## src/rtl/pipelined_logic_unit_if.sv

```systemverilog
// -----------------------------------------------------------------------------
// pipelined_logic_unit_if
//   Operand/result bundle for pipelined_logic_unit.
//
//   Operand side  : in_valid/in_ready handshake carrying a, b, op, acc_mode
//                   and acc_clr.
//   Result side   : out_valid/out_ready handshake carrying result, zero and
//                   parity.
//   Status        : ops_done, the saturating count of completed result
//                   transfers.
//
//   Modports
//     slave  - the logic unit (consumes operands, produces results)
//     master - the harness (produces operands, consumes results)
// -----------------------------------------------------------------------------
interface pipelined_logic_unit_if #(
    parameter int WIDTH = 8,
    parameter int CNT_W = 16
);
    logic             in_valid;
    logic             in_ready;
    logic [WIDTH-1:0] a;
    logic [WIDTH-1:0] b;
    logic [2:0]       op;
    logic             acc_mode;
    logic             acc_clr;
    logic             out_valid;
    logic             out_ready;
    logic [WIDTH-1:0] result;
    logic             zero;
    logic             parity;
    logic [CNT_W-1:0] ops_done;

    modport slave (
        input  in_valid, a, b, op, acc_mode, acc_clr, out_ready,
        output in_ready, out_valid, result, zero, parity, ops_done
    );

    modport master (
        output in_valid, a, b, op, acc_mode, acc_clr, out_ready,
        input  in_ready, out_valid, result, zero, parity, ops_done
    );
endinterface

```

## src/rtl/pipelined_logic_unit.sv

```systemverilog
// -----------------------------------------------------------------------------
// pipelined_logic_unit
//   Two-stage valid/ready pipeline applying one of eight bitwise operations to
//   WIDTH-bit operands. Operand A may be replaced by an internal accumulator
//   that captures every result computed in stage 1.
//
//   Ports
//     clk    - rising-edge clock
//     rst_n  - asynchronous active-low reset
//     bus    - pipelined_logic_unit_if.slave
//                operand side : in_valid/in_ready, a, b, op, acc_mode, acc_clr
//                result side  : out_valid/out_ready, result, zero, parity
//                status       : ops_done (saturating transfer count)
//
//   Op encoding (A' = acc_mode ? acc : a)
//     0 AND   1 OR    2 XOR   3 ~A'
//     4 NOR   5 XNOR  6 ~b    7 NAND
//
//   Stage 1 holds the computed value; stage 2 holds the registered result and
//   its flags. Each stage advances independently so a full pipeline can take
//   in, shift and emit one beat in the same cycle.
// -----------------------------------------------------------------------------
module pipelined_logic_unit #(
    parameter int WIDTH = 8,
    parameter int CNT_W = 16
) (
    input  logic                   clk,
    input  logic                   rst_n,
    pipelined_logic_unit_if.slave  bus
);

    localparam logic [CNT_W-1:0] CNT_MAX = {CNT_W{1'b1}};

    // -------------------------------------------------------------------------
    // Operation table
    // -------------------------------------------------------------------------
    function automatic logic [WIDTH-1:0] logic_op(
        input logic [2:0]       sel,
        input logic [WIDTH-1:0] x,
        input logic [WIDTH-1:0] y
    );
        logic [WIDTH-1:0] r;
        case (sel)
            3'd0:    r = x & y;
            3'd1:    r = x | y;
            3'd2:    r = x ^ y;
            3'd3:    r = ~x;
            3'd4:    r = ~(x | y);
            3'd5:    r = ~(x ^ y);
            3'd6:    r = ~y;
            default: r = ~(x & y);
        endcase
        return r;
    endfunction

    // -------------------------------------------------------------------------
    // State
    // -------------------------------------------------------------------------
    logic             s1_valid_q, s1_valid_d;
    logic [WIDTH-1:0] s1_data_q,  s1_data_d;
    logic [WIDTH-1:0] acc_q,      acc_d;
    logic             out_valid_q, out_valid_d;
    logic [WIDTH-1:0] result_q,   result_d;
    logic             zero_q,     zero_d;
    logic             parity_q,   parity_d;
    logic [CNT_W-1:0] cnt_q,      cnt_d;

    // -------------------------------------------------------------------------
    // Handshake decode
    // -------------------------------------------------------------------------
    logic             in_ready;
    logic             accept;
    logic             advance;
    logic             drain;
    logic [WIDTH-1:0] acc_src;
    logic [WIDTH-1:0] a_eff;
    logic [WIDTH-1:0] f_val;

    // Stage 1 can take a beat if it is empty, or if its current beat is
    // guaranteed to move into stage 2 this cycle.
    assign in_ready = !s1_valid_q || !out_valid_q || bus.out_ready;
    assign accept   = bus.in_valid && in_ready;
    assign advance  = s1_valid_q && (!out_valid_q || bus.out_ready);
    assign drain    = out_valid_q && bus.out_ready;

    // Clear-then-operate: a clear arriving with an accepted beat zeroes the
    // accumulator before it is used as A'.
    assign acc_src  = bus.acc_clr ? '0 : acc_q;
    assign a_eff    = bus.acc_mode ? acc_src : bus.a;
    assign f_val    = logic_op(bus.op, a_eff, bus.b);

    // -------------------------------------------------------------------------
    // Stage 1 and accumulator next state
    // -------------------------------------------------------------------------
    always_comb begin
        s1_valid_d = s1_valid_q;
        s1_data_d  = s1_data_q;
        acc_d      = acc_q;

        if (accept) begin
            s1_valid_d = 1'b1;
            s1_data_d  = f_val;
            // Accumulator follows every accepted result, even in normal mode,
            // so switching into accumulator mode chains from the last beat.
            acc_d      = f_val;
        end else begin
            if (advance) begin
                s1_valid_d = 1'b0;
            end
            if (bus.acc_clr) begin
                acc_d = '0;
            end
        end
    end

    // -------------------------------------------------------------------------
    // Stage 2 and transfer counter next state
    // -------------------------------------------------------------------------
    always_comb begin
        out_valid_d = out_valid_q;
        result_d    = result_q;
        zero_d      = zero_q;
        parity_d    = parity_q;
        cnt_d       = cnt_q;

        if (advance) begin
            out_valid_d = 1'b1;
            result_d    = s1_data_q;
            zero_d      = (s1_data_q == '0);
            parity_d    = ^s1_data_q;
        end else if (drain) begin
            out_valid_d = 1'b0;
        end

        if (drain && (cnt_q != CNT_MAX)) begin
            cnt_d = cnt_q + 1'b1;
        end
    end

    // -------------------------------------------------------------------------
    // Registers
    // -------------------------------------------------------------------------
    always_ff @(posedge clk or negedge rst_n) begin
        if (!rst_n) begin
            s1_valid_q  <= 1'b0;
            s1_data_q   <= '0;
            acc_q       <= '0;
            out_valid_q <= 1'b0;
            result_q    <= '0;
            zero_q      <= 1'b0;
            parity_q    <= 1'b0;
            cnt_q       <= '0;
        end else begin
            s1_valid_q  <= s1_valid_d;
            s1_data_q   <= s1_data_d;
            acc_q       <= acc_d;
            out_valid_q <= out_valid_d;
            result_q    <= result_d;
            zero_q      <= zero_d;
            parity_q    <= parity_d;
            cnt_q       <= cnt_d;
        end
    end

    // -------------------------------------------------------------------------
    // Outputs
    // -------------------------------------------------------------------------
    assign bus.in_ready  = in_ready;
    assign bus.out_valid = out_valid_q;
    assign bus.result    = result_q;
    assign bus.zero      = zero_q;
    assign bus.parity    = parity_q;
    assign bus.ops_done  = cnt_q;

endmodule

```

## src/flat_wrapper.sv

```systemverilog
// flat-port wrapper written by rule: the top's interface ports become plain ports
module pipelined_logic_unit_flat 
#(
    parameter int WIDTH = 8,
    parameter int CNT_W = 16
)
  (clk, rst_n, bus_in_valid, bus_a, bus_b, bus_op, bus_acc_mode, bus_acc_clr, bus_out_ready, bus_in_ready, bus_out_valid, bus_result, bus_zero, bus_parity, bus_ops_done);
  pipelined_logic_unit_if #(.WIDTH(WIDTH), .CNT_W(CNT_W)) bus_i ();
  input  logic clk;
  input  logic rst_n;
  input wire logic [$bits(bus_i.in_valid)-1:0] bus_in_valid;
  input wire logic [$bits(bus_i.a)-1:0] bus_a;
  input wire logic [$bits(bus_i.b)-1:0] bus_b;
  input wire logic [$bits(bus_i.op)-1:0] bus_op;
  input wire logic [$bits(bus_i.acc_mode)-1:0] bus_acc_mode;
  input wire logic [$bits(bus_i.acc_clr)-1:0] bus_acc_clr;
  input wire logic [$bits(bus_i.out_ready)-1:0] bus_out_ready;
  output wire logic [$bits(bus_i.in_ready)-1:0] bus_in_ready;
  output wire logic [$bits(bus_i.out_valid)-1:0] bus_out_valid;
  output wire logic [$bits(bus_i.result)-1:0] bus_result;
  output wire logic [$bits(bus_i.zero)-1:0] bus_zero;
  output wire logic [$bits(bus_i.parity)-1:0] bus_parity;
  output wire logic [$bits(bus_i.ops_done)-1:0] bus_ops_done;
  assign bus_i.in_valid = bus_in_valid;
  assign bus_i.a = bus_a;
  assign bus_i.b = bus_b;
  assign bus_i.op = bus_op;
  assign bus_i.acc_mode = bus_acc_mode;
  assign bus_i.acc_clr = bus_acc_clr;
  assign bus_i.out_ready = bus_out_ready;
  assign bus_in_ready = bus_i.in_ready;
  assign bus_out_valid = bus_i.out_valid;
  assign bus_result = bus_i.result;
  assign bus_zero = bus_i.zero;
  assign bus_parity = bus_i.parity;
  assign bus_ops_done = bus_i.ops_done;
  pipelined_logic_unit #(.WIDTH(WIDTH), .CNT_W(CNT_W)) u_core (.clk(clk), .rst_n(rst_n), .bus(bus_i));
endmodule
```

## config.mk

```make
export PLATFORM = sky130hd
export DESIGN_NAME = pipelined_logic_unit_flat
export DESIGN_NICKNAME = d
export VERILOG_FILES = /design/src/rtl/pipelined_logic_unit_if.sv /design/src/rtl/pipelined_logic_unit.sv /design/src/flat_wrapper.sv
export SDC_FILE = /design/constraint.sdc
export NUM_CORES = 1
export LEC_CHECK = 0
export CORE_UTILIZATION = 56
export CTS_CLUSTER_DIAMETER = 50
export DETAILED_ROUTE_END_ITERATION = 7
export PLACE_DENSITY = 0.87
export RECOVER_POWER = 50
export SLEW_MARGIN = 20
export SYNTH_ARGS = -nofsm -noshare
export SYNTH_HDL_FRONTEND = slang
export SYNTH_SLANG_ARGS = --single-unit
```

## constraint.sdc

```tcl
create_clock -name clk -period 5.7 [get_ports clk]
set_clock_uncertainty 0.1 [all_clocks]
set_input_delay 0.855 -clock clk [delete_from_list [all_inputs] [get_ports clk]]
set_output_delay 0.855 -clock clk [all_outputs]
set_load 0.02 [all_outputs]
```

==> results.txt <==
setup_tns: 0 ns
Design Area, Final: 3350 um2
Setup WS post-layout: 2.40 ns
number of global-route vias before repair: 2153
Layout Area Growth over Synthesis: 22.4%
setup bufs post-CTS: 0
Post-synth EDFFs: 0
CP max-delay cell: clkdlybuf4s50_1
Final Cycle Share: 58.0%
worst rel slew slack: -49.7%
Multi-input gate area: 1500 um2
number of DRC markers in iteration 0: 118
DP Area: 3280 um2
Die ar.: 5180 um2
via-per-instance ratio: 5.76
register area: 1100 um2
Slowest Stage Delay on Critical Path: 0.68 ns
top cells by area in the synthesized netlist: dfrtp_1 40%, ha_1 6.4%, xnor2_1 4.2%
Leak Pwr: 1.47 nW
Max Slew Vio Count: 45
commonest cells after routing, fill and taps aside: 48 x clkdlybuf4s50_1, 44 x dfrtp_1, 28 x nand2_1
n_diodes: 0
CTS Hold Buffers Added: 0
Worst path top cell family by delay: simple AND/OR/NAND/NOR gates
register area share after synthesis: 40.2%
maxcap violations: 1
Sink Count: 44
clk buf depth: 2
Post-Syn Area: 2740 um2
CTS buffer count: 5
total track usage: 24.2%
pre-CTS worst setup slack: 2.13 ns
number of nets with antenna violations after detailed routing: 0
final setup fails: 0
DR pass1 iterations: 4
final-report hold violation count: 0
commonest non-fill, non-tap cell in the layout: clkdlybuf4s50_1
clk root buf: clkbuf_8
fin nets: 372
GR Overflow Total: 0
syn avg cell area: 9.59 um2
outcome: complete, but fails checks
Fmax: 0.303 GHz
RSZ-0062 raised after global routing: false
detailed placement HPWL: 4470 um
clock slew at reported path FFs: 0.08 ns
layout cells sized above 1: 7.78%
Buf/Inv on CP: 1
Gates resized, CTS repair: 0
Design Power: 0.965 mW
worst min path class: register to register
critical path peak fanout: 14
ys async rst share: 100%
largest net degree at the start of global routing: 45
Period minus WS final: 3.30 ns
CP cell instances: clkdlybuf4s50_1, and3b_1, or2_2, ha_1, nor2b_1, o32ai_1, a21oi_1, a221oi_1, a31o_2
arrival time worst endpoint: 3.44 ns
htree depth: 2
DR DRC count: 0
IO Count: 53
CP Data Required Time: 5.84 ns
syn_nets: 325
element type at the critical path end: register
main flop type after synthesis: dfrtp_1
Synth area leader: dfrtp_1
startpoint types: input port
Die Span Y: 72.0 um
worst-skew pair later-pin latency: 0.29 ns
standard-cell rows: 25
global-route wire length before repair: 9870 um
Worst VDD drop: 0.129 mV
initial antenna violation count: 0
IO buf count: 52
cell area power density: 288 nW/um2
worst slew pin tran: 2.24 ns
initial cell density of the core: 58.0%
Routability Congestion: 0.919
Cells after Synth: 286
fillers: 363
CTS tree: yes
routed vias: 2309
WL/cell: 14.6 um
Final Routed Wirelength: 5860 um
Hold Slack: 0.378 ns
failing checks: max-capacitance violations, max-slew violations
Synth cell types: 54
Core ar.: 4720 um2
FF+latch count, synth: 44
Synth Warn #: 0
Yosys top cell area share: 40.2%
Die W: 72.0 um
crit path kind: input port to register
[cell usage after synthesis, types with 6 or more instances]
| library cell | number |
|---|---|
| xnor2_1 | 13 |
| ha_1 | 14 |
| inv_1 | 16 |
| nand2_1 | 28 |
| dfrtp_1 | 44 |
| a21oi_1 | 6 |
| nor3_1 | 7 |
| o21ai_0 | 22 |
| a211oi_1 | 6 |
| mux2_2 | 8 |
| nor2_1 | 12 |
| nor2b_1 | 12 |
| nand3_1 | 7 |
| mux2i_1 | 8 |
[state kept, by name, indices dropped and copies added, names as in the netlist]
register              flops
u_core.bus.zero           1
u_core.s1_valid_q         1
u_core.bus.out_valid      1
u_core.acc_q              8
u_core.bus.ops_done      16
u_core.s1_data_q          8
u_core.bus.result         8
u_core.bus.parity         1
[cell type report]
| class | instances | share of cell area, % |
|---|---|---|
| multi-input cells | 213 | 44.7 |
| clock inverters | 2 | 0.298 |
| clock buffers | 6 | 2.46 |
| repair buffers | 52 | 15.3 |
| inverters | 17 | 1.90 |
| flip-flops and latches | 44 | 32.8 |
| well taps | 67 | 2.50 |
[logic make-up (layout without fill, tap and decap cells)]
kind of cell / after synthesis / count (layout) / synth area share (%)
simple gates: 101 / 101 / 20.8
compound gates: 65 / 65 / 16.6
flops: 44 / 44 / 40.2
buf+inv: 29 / 77 / 4.43
xor+xnor: 17 / 17 / 5.43
mux: 16 / 16 / 6.21
fa+ha+maj: 14 / 14 / 6.39
[routing by layer]
metal,up-vias,routed length (um),track usage (%)
li1,1123,-,-
met1,1088,2600,31.5
met2,90,2860,40.8
met3,8,317,4.03
met4,0,81,8.93
met5,-,0,0
[worst paths after layout]
path | slack (ns) | to | start | cells past startpoint
max in group asynchronous | 3.10 | u_core.acc_q[1] | rst_n | 1
max reg2reg | 3.42 | u_core.acc_q[3] | u_core.acc_q[3] | 8
min in group asynchronous | 1.12 | u_core.bus.result[6] | rst_n | 1
min | 0.38 | u_core.bus.result[2] | u_core.bus.result[2] | 2
max | 2.40 | u_core.acc_q[3] | bus_acc_mode | 9
min reg2reg | 0.38 | u_core.bus.result[2] | u_core.bus.result[2] | 2
[stage by stage]
| stage | cells | util, % |
|---|---|---|
| 4_1_cts | 401 | 71.5 |
| 3_3_place_gp | 393 | 69.5 |
| 6_report | 401 | 71.0 |
| 2_1_floorplan | 286 | - |
| 5_1_grt | 401 | 71.0 |
| 3_5_place_dp | 393 | 69.5 |
[report_power, final]
group / switching (mW) / internal [mW]
clock: 0.0979 / 0.0966
combinational: 0.180 / 0.171
sequential: 0.0493 / 0.370
[tightest hold or removal path: stages, from the launching register on]
cell,delay [ns]
dfrtp_1,0.34
nand2_1,0.04
o21ai_0,0.06
No activity file was read; power rests on OpenSTA's default activity.
==> patch 1 (config.mk and constraints unchanged) <==
`CNT_W` is set to 16 in 3 places; all go to 18.
--- a/src/rtl/pipelined_logic_unit_if.sv
+++ b/src/rtl/pipelined_logic_unit_if.sv
@@ -16,5 +16,5 @@
 interface pipelined_logic_unit_if #(
     parameter int WIDTH = 8,
-    parameter int CNT_W = 16
+    parameter int CNT_W = 18
 );
     logic             in_valid;
--- a/src/rtl/pipelined_logic_unit.sv
+++ b/src/rtl/pipelined_logic_unit.sv
@@ -23,5 +23,5 @@
 module pipelined_logic_unit #(
     parameter int WIDTH = 8,
-    parameter int CNT_W = 16
+    parameter int CNT_W = 18
 ) (
     input  logic                   clk,
--- a/src/flat_wrapper.sv
+++ b/src/flat_wrapper.sv
@@ -3,5 +3,5 @@
 #(
     parameter int WIDTH = 8,
-    parameter int CNT_W = 16
+    parameter int CNT_W = 18
 )
   (clk, rst_n, bus_in_valid, bus_a, bus_b, bus_op, bus_acc_mode, bus_acc_clr, bus_out_ready, bus_in_ready, bus_out_valid, bus_result, bus_zero, bus_parity, bus_ops_done);
Interface: changed (resized bus_ops_done); port bits go from 53 to 55. The function was not compared with the original's and may differ.
==> patch 1 against the unedited design <==
Routed wire length up 3.6%. Sequential cell count up 2. Via count up 2.4%. Maximum frequency down 1.2%. First-iteration DRC count down 14%. Synthesized area up 3.4%. Core utilization up 1.9 points. Final cell count up 2.2%. Sequential power up 3%. Setup slack worse by 0.041 ns. Critical path depth unchanged. Hold slack better by 0.0026 ns. Largest cell class unchanged. The flow still finishes with violations (max-capacitance violations, max-slew violations). Total power up 6.0%. Largest power group unchanged. Final area up 4.1%.
==> patch 1: results (changes against the unedited design) <==
The compound-cell area share of the yosys netlist was 0.181 (+0.0152); the number of pins with negative max-slew slack in the final report was 47 (+4.4%). The family with the most delay on the worst path was compound AO/OA/AOI/OAI gates. Highest-delay cell along the critical path: clkdlybuf4s50_1.

The logs give -0.577 (-0.0805) for the headroom to the max-slew limit and 2860 um (+9.9%) for the routed metal-1 wire length. The met3 track demand over resource in global routing came out at 0.0249 (-0.0154). The mean routed wirelength per cell was 14.8 um (+1.3%). The run finished, with violations left. The via count normalized by instance count is 5.77 (+0.18%). The cell count after placement was 402 (+2.3%); the top fanout value on the critical path was 12 (-2).

The flip-flop and latch count is 46 (+4.5%), and the final net count is 381 (+2.4%). The synthesized net count is 332 (+2.2%). The sequential-to-total area share from yosys stat is 0.406 (+0.00436), and the proportion of final cell area spent on non-clock buffers is 0.153 (-0.000254). The switching part of the total came out at 0.325 (-0.0143). Cell leakage power: 1.54 nW (+4.6%). The unique cell type count in the Yosys netlist is 47 (-13%), and the final weighted congestion in routability-driven placement is 0.918 (-0.17%). The delay of the slowest critical-path stage works out to 0.65 ns (-0.03 ns).

The tools report the worst vdd rail ir drop as 0.199 mV (+55%). The number of max-cap violations is 1 (unchanged). The number of inserted filler cells in the final layout was 366 (+0.83%); the number of input and output port buffers inserted was 54 (+3.8%).

The per-instance average area after synthesis works out to 9.68 um^2 (+0.95%). The maximum number of pins on one net before global-route repair is 47 (+4.4%), and the number of flip-flops in the largest register is 18 (+2). The multiplexer fraction of the synthesized cell area was 0.0569 (-0.00514); the met2 capacity usage during global routing was 0.395 (-0.0127). The area share of fa/ha/maj cells after synthesis is 0.0618 (-0.00211), and the multi-input combinational cell count is 221 (+3.8%). The tools report the detailed route wirelength on metal3 as 267 um (-16%). The logs give 102 (-14%) for the number of DRC violations after detailed-routing iteration 0 and 0.245 (+0.00374) for the total global routing track utilization.

Via count of the routed design: 2365 (+2.4%). The commonest cells after synthesis are dfrtp_1 (46), nand2_1 (27), o21ai_0 (21), nor2_1 (19), ha_1 (14). The area share of xor/xnor cells in the synthesized design was 0.0525 (-0.00180); the met2 wire length was 2870 um (+0.60%).

The fraction of layout instances using a drive strength above 1 was 0.0758 (-0.00204). The total area of multi-input combinational cells came out at 1560 um^2 (+4.3%). The post-detailed-placement half-perimeter wirelength came out at 4510 um (+1.1%). The number of clock-tree buffers in the layout came out at 7 (+1). The number of inverters outside the clock class in the layout works out to 14 (-3). The checks that failed: max-capacitance violations, max-slew violations. The final-layout clock-cell area share is 0.0305 (+0.00286), and the global routing usage on met1 is 0.353 (+0.0378). The via count of the first global-routing pass was 2139 (-0.65%); the share of the final layout cell area in sequential cells was 0.330 (+0.00151). The total of plain and repair buffers excluding clock buffers works out to 54 (+3.8%). Yosys attributes the largest share of cell area to dfrtp_1 (41%), ha_1 (6.2%), o21ai_0 (3.7%). Wire length of the first global-routing pass: 10200 um (+3.2%).
==> patch 1: cell families (layout without fill, tap and decap cells) <==
| logic type | Yosys count | count (layout) |
|---|---|---|
| flops | 46 | 46 |
| compound gates | 70 | 70 |
| simple gates | 105 | 105 |
| buf+inv | 26 | 76 |
| mux | 15 | 15 |
| xor+xnor | 17 | 17 |
| fa+ha+maj | 14 | 14 |
==> patch 1: through the flow <==
| step | instance area, um^2 | setup WS, ns | power (mW) |
|---|---|---|---|
| 3_5_place_dp | 3400 | 2.16 | 0.798 |
| 5_1_grt | 3490 | 2.34 | 1.08 |
| 6_report | 3490 | 2.36 | 1.02 |
| 4_1_cts | 3510 | 2.46 | 1.03 |
| 2_1_floorplan | 2840 | 3.04 | 0.652 |
| 3_3_place_gp | 3400 | 2.22 | 0.783 |
==> patch 1: worst paths after layout <==
| path | end | start | slack, ns |
|---|---|---|---|
| setup reg to reg | u_core.acc_q[4] | u_core.acc_q[4] | 3.29 |
| setup / recovery | u_core.acc_q[4] | bus_acc_mode | 2.36 |
| max in group asynchronous | u_core.s1_data_q[1] | rst_n | 2.99 |
| hold reg to reg | u_core.bus.result[4] | u_core.bus.result[4] | 0.38 |
| min in group asynchronous | u_core.bus.ops_done[15] | rst_n | 1.17 |
| hold / removal | u_core.bus.result[4] | u_core.bus.result[4] | 0.38 |
==> patch 1: power groups by stage <==
| stage | registers [mW] | logic [mW] | clock network [mW] |
|---|---|---|---|
| 2_1_floorplan | 0.482 | 0.170 | 0 |
| 3_3_place_gp | 0.439 | 0.344 | 0 |
| 3_5_place_dp | 0.442 | 0.356 | 0 |
| 4_1_cts | 0.436 | 0.358 | 0.238 |
| 5_1_grt | 0.443 | 0.385 | 0.249 |
| 6_report | 0.434 | 0.354 | 0.235 |
==> patch 2 (same flow settings) <==
Made on the original files. `s1_data_q` no longer has a reset.
--- a/src/rtl/pipelined_logic_unit.sv
+++ b/src/rtl/pipelined_logic_unit.sv
@@ -144,5 +144,4 @@
         if (!rst_n) begin
             s1_valid_q  <= 1'b0;
-            s1_data_q   <= '0;
             acc_q       <= '0;
             out_valid_q <= 1'b0;
@@ -153,5 +152,4 @@
         end else begin
             s1_valid_q  <= s1_valid_d;
-            s1_data_q   <= s1_data_d;
             acc_q       <= acc_d;
             out_valid_q <= out_valid_d;
@@ -161,4 +159,8 @@
             cnt_q       <= cnt_d;
         end
+    end
+
+    always_ff @(posedge clk) begin
+        s1_data_q <= s1_data_d;
     end
 
Formal check against the unedited RTL: same outputs for any inputs over 10 cycles, from zero or initial values and one cycle with rst_n low; that may be too few to reach the edited logic, so the function may still have changed.
==> patch 2 against the unedited design <==
Total power decreased by 4.4%. Combinational power decreased by 12%. Sequential cell count unchanged. Sequential share of layout area increased by 1.3 points. Synthesized area decreased by 0.55%. Largest cell class unchanged. Non-clock buffer count increased by 1. The flow still finishes with violations (max-capacitance violations, max-slew violations). Hold slack improved by 0.0034 ns. Die area decreased by 0.53%. Count of clock-buffer cells in the layout unchanged. Setup slack improved by 0.054 ns. Final area decreased by 0.26%. Register-to-register slack improved by 0.08 ns. Routed wire length decreased by 6.3%.
==> patch 2: results (changes against the unedited design) <==
The number of max-cap violations is 1 (unchanged), and the number of inserted filler cells in the final layout is 358 (-1.4%). The wire length of the first global-routing pass was 9270 um (-6.1%). Reg-to-reg startpoint: u_core.acc_q[7].

The placed cell area came out at 3280 um^2 (-0.19%). The endpoint of the most critical setup path is u_core.acc_q[7]. The die outline width came out at 71.8 um (-0.26%). Worst vdd rail ir drop: 0.118 mV (-8.5%).

Clock root buffer: clkbuf_8. The headroom to the max-slew limit is -0.260 (+0.236), and the internal power contribution is 622 uW (-2.5%). For the cell count after placement, the log shows 376 (-4.3%). The run gives 52 (-3.7%) as the unique cell type count in the Yosys netlist. For the synthesized net count, the log shows 318 (-2.2%). The area of the mapped netlist is 2730 um^2 (-0.55%). The total global routing track utilization is 0.228 (-0.0136), and the final net count is 368 (-1.1%). For the number of DRC violations after detailed-routing iteration 0, the log shows 103 (-13%).

The data arrival time of the critical path was 3.33 ns (-0.11 ns); the via count of the first global-routing pass was 2050 (-4.8%). The post-synthesis async set-or-reset flop share was 0.818 (-0.182); the number of flip-flops in the largest register was 16 (unchanged). The synthesis warning total was 0 (unchanged); the fraction of layout instances using a drive strength above 1 was 0.0727 (-0.00512). The checks that failed: max-capacitance violations, max-slew violations. The top fanout value on the critical path is 15 (+1). The via count of the routed design came out at 2185 (-5.4%). In the post-synthesis netlist, the biggest area contributors are dfrtp_1 (33%), edfxtp_1 (8.8%), ha_1 (6.4%).

The post-detailed-placement half-perimeter wirelength is 4220 um (-5.5%). The commonest cells after synthesis are dfrtp_1 (36), nand2_1 (23), nor2_1 (22), inv_1 (18). The via count normalized by instance count works out to 5.69 (-1.2%). The flow ran to the end, but the final reports show violations. The path class of the tightest hold or removal check is reg -> reg. The number of pins with negative max-slew slack in the final report is 37 (-18%). The run gives 0.29 ns (about the same) as the clock latency reported for the late side of the worst-skew pair. The number of cells upsized or downsized after cts was 0 (unchanged); the register-to-register setup slack was 3.50 ns (+0.08 ns).

Maximum number of pins on one net before global-route repair: 37 (-18%). The total wire length is 5490 um (-6.3%), and the per-instance average area after synthesis is 9.77 um^2 (+1.9%). The final weighted congestion in routability-driven placement is 0.873 (-5.0%). The run gives 1.47 nW (-0.38%) as the cell leakage power.

Among all flip-flop cells after synthesis, the most frequent one is dfrtp_1. For the sequential-to-total area share from yosys stat, the log shows 0.419 (+0.0169). The number of synthesized flops with an enable pin works out to 8 (+8).
==> patch 2: changes by cell type after synthesis, sizes merged, moves of 6 or more <==
cell,delta
dfrtp,-8
edfxtp,+8
nor2,+8
o21ai,-8
a211oi,-6
nand2b,+6
o31ai,+6
==> patch 2: per-layer routing <==
metal | up-vias | wire, um | GRT usage
li1 | 1104 | - | -
met1 | 1025 | 2610 | 0.296
met2 | 50 | 2620 | 0.391
met3 | 6 | 185 | 0.0338
met4 | 0 | 72 | 0.0784
met5 | - | 0 | 0
==> patch 2: worst max-delay path: cells and delay by family <==
kind / cells / cell delay, ns
buffers and inverters: 1 / 0.69
AO/OA/AOI/OAI: 4 / 0.77
adder cells (fa/ha/maj): 1 / 0.31
AND/OR/NAND/NOR: 3 / 0.70
==> patch 2: worst min-delay path by stage <==
stage,startpoint,end,slack (ns),depth (start not counted)
floorplan,u_core.s1_valid_q,u_core.bus.out_valid,0.36,1
global placement,u_core.s1_valid_q,u_core.bus.out_valid,0.36,1
detailed placement,u_core.bus.result[3],u_core.bus.result[3],0.37,2
CTS,u_core.s1_valid_q,u_core.bus.out_valid,0.38,1
global route,u_core.bus.result[5],u_core.bus.result[5],0.41,2
finish,u_core.bus.result[3],u_core.bus.result[3],0.38,2
==> patch 2: power groups by stage <==
stage | Sequential (mW) | Combinational [mW] | Clock [mW]
finish | 0.415 | 0.309 | 0.199
global route | 0.422 | 0.339 | 0.214
CTS | 0.415 | 0.316 | 0.202
detailed placement | 0.421 | 0.314 | 0
global placement | 0.421 | 0.304 | 0
floorplan | 0.459 | 0.146 | 0
==> patch 2: logic make-up after synthesis <==
family | synth area share
simple gates | 0.207
compound gates | 0.160
flops | 0.419
buf+inv | 0.0427
xor+xnor | 0.0514
mux | 0.0555
fa+ha+maj | 0.0643
==> patch 2: area by class of cell <==
type	count	area, um^2	share of cell area
multi-input combinational	206	1450	0.433
sequential	44	1140	0.341
timing repair buffer	53	524	0.157
clock buffer	6	82.6	0.0247
inverter	19	71.3	0.0213
tap	54	67.6	0.0202
clock inverter	2	10.0	0.00299
==> patch 2: stage by stage <==
step	setup WS [ns]	hold slack, ns
floorplan	2.97	0.357
global placement	2.26	0.363
detailed placement	2.18	0.370
CTS	2.48	0.385
global route	2.34	0.410
finish	2.45	0.381
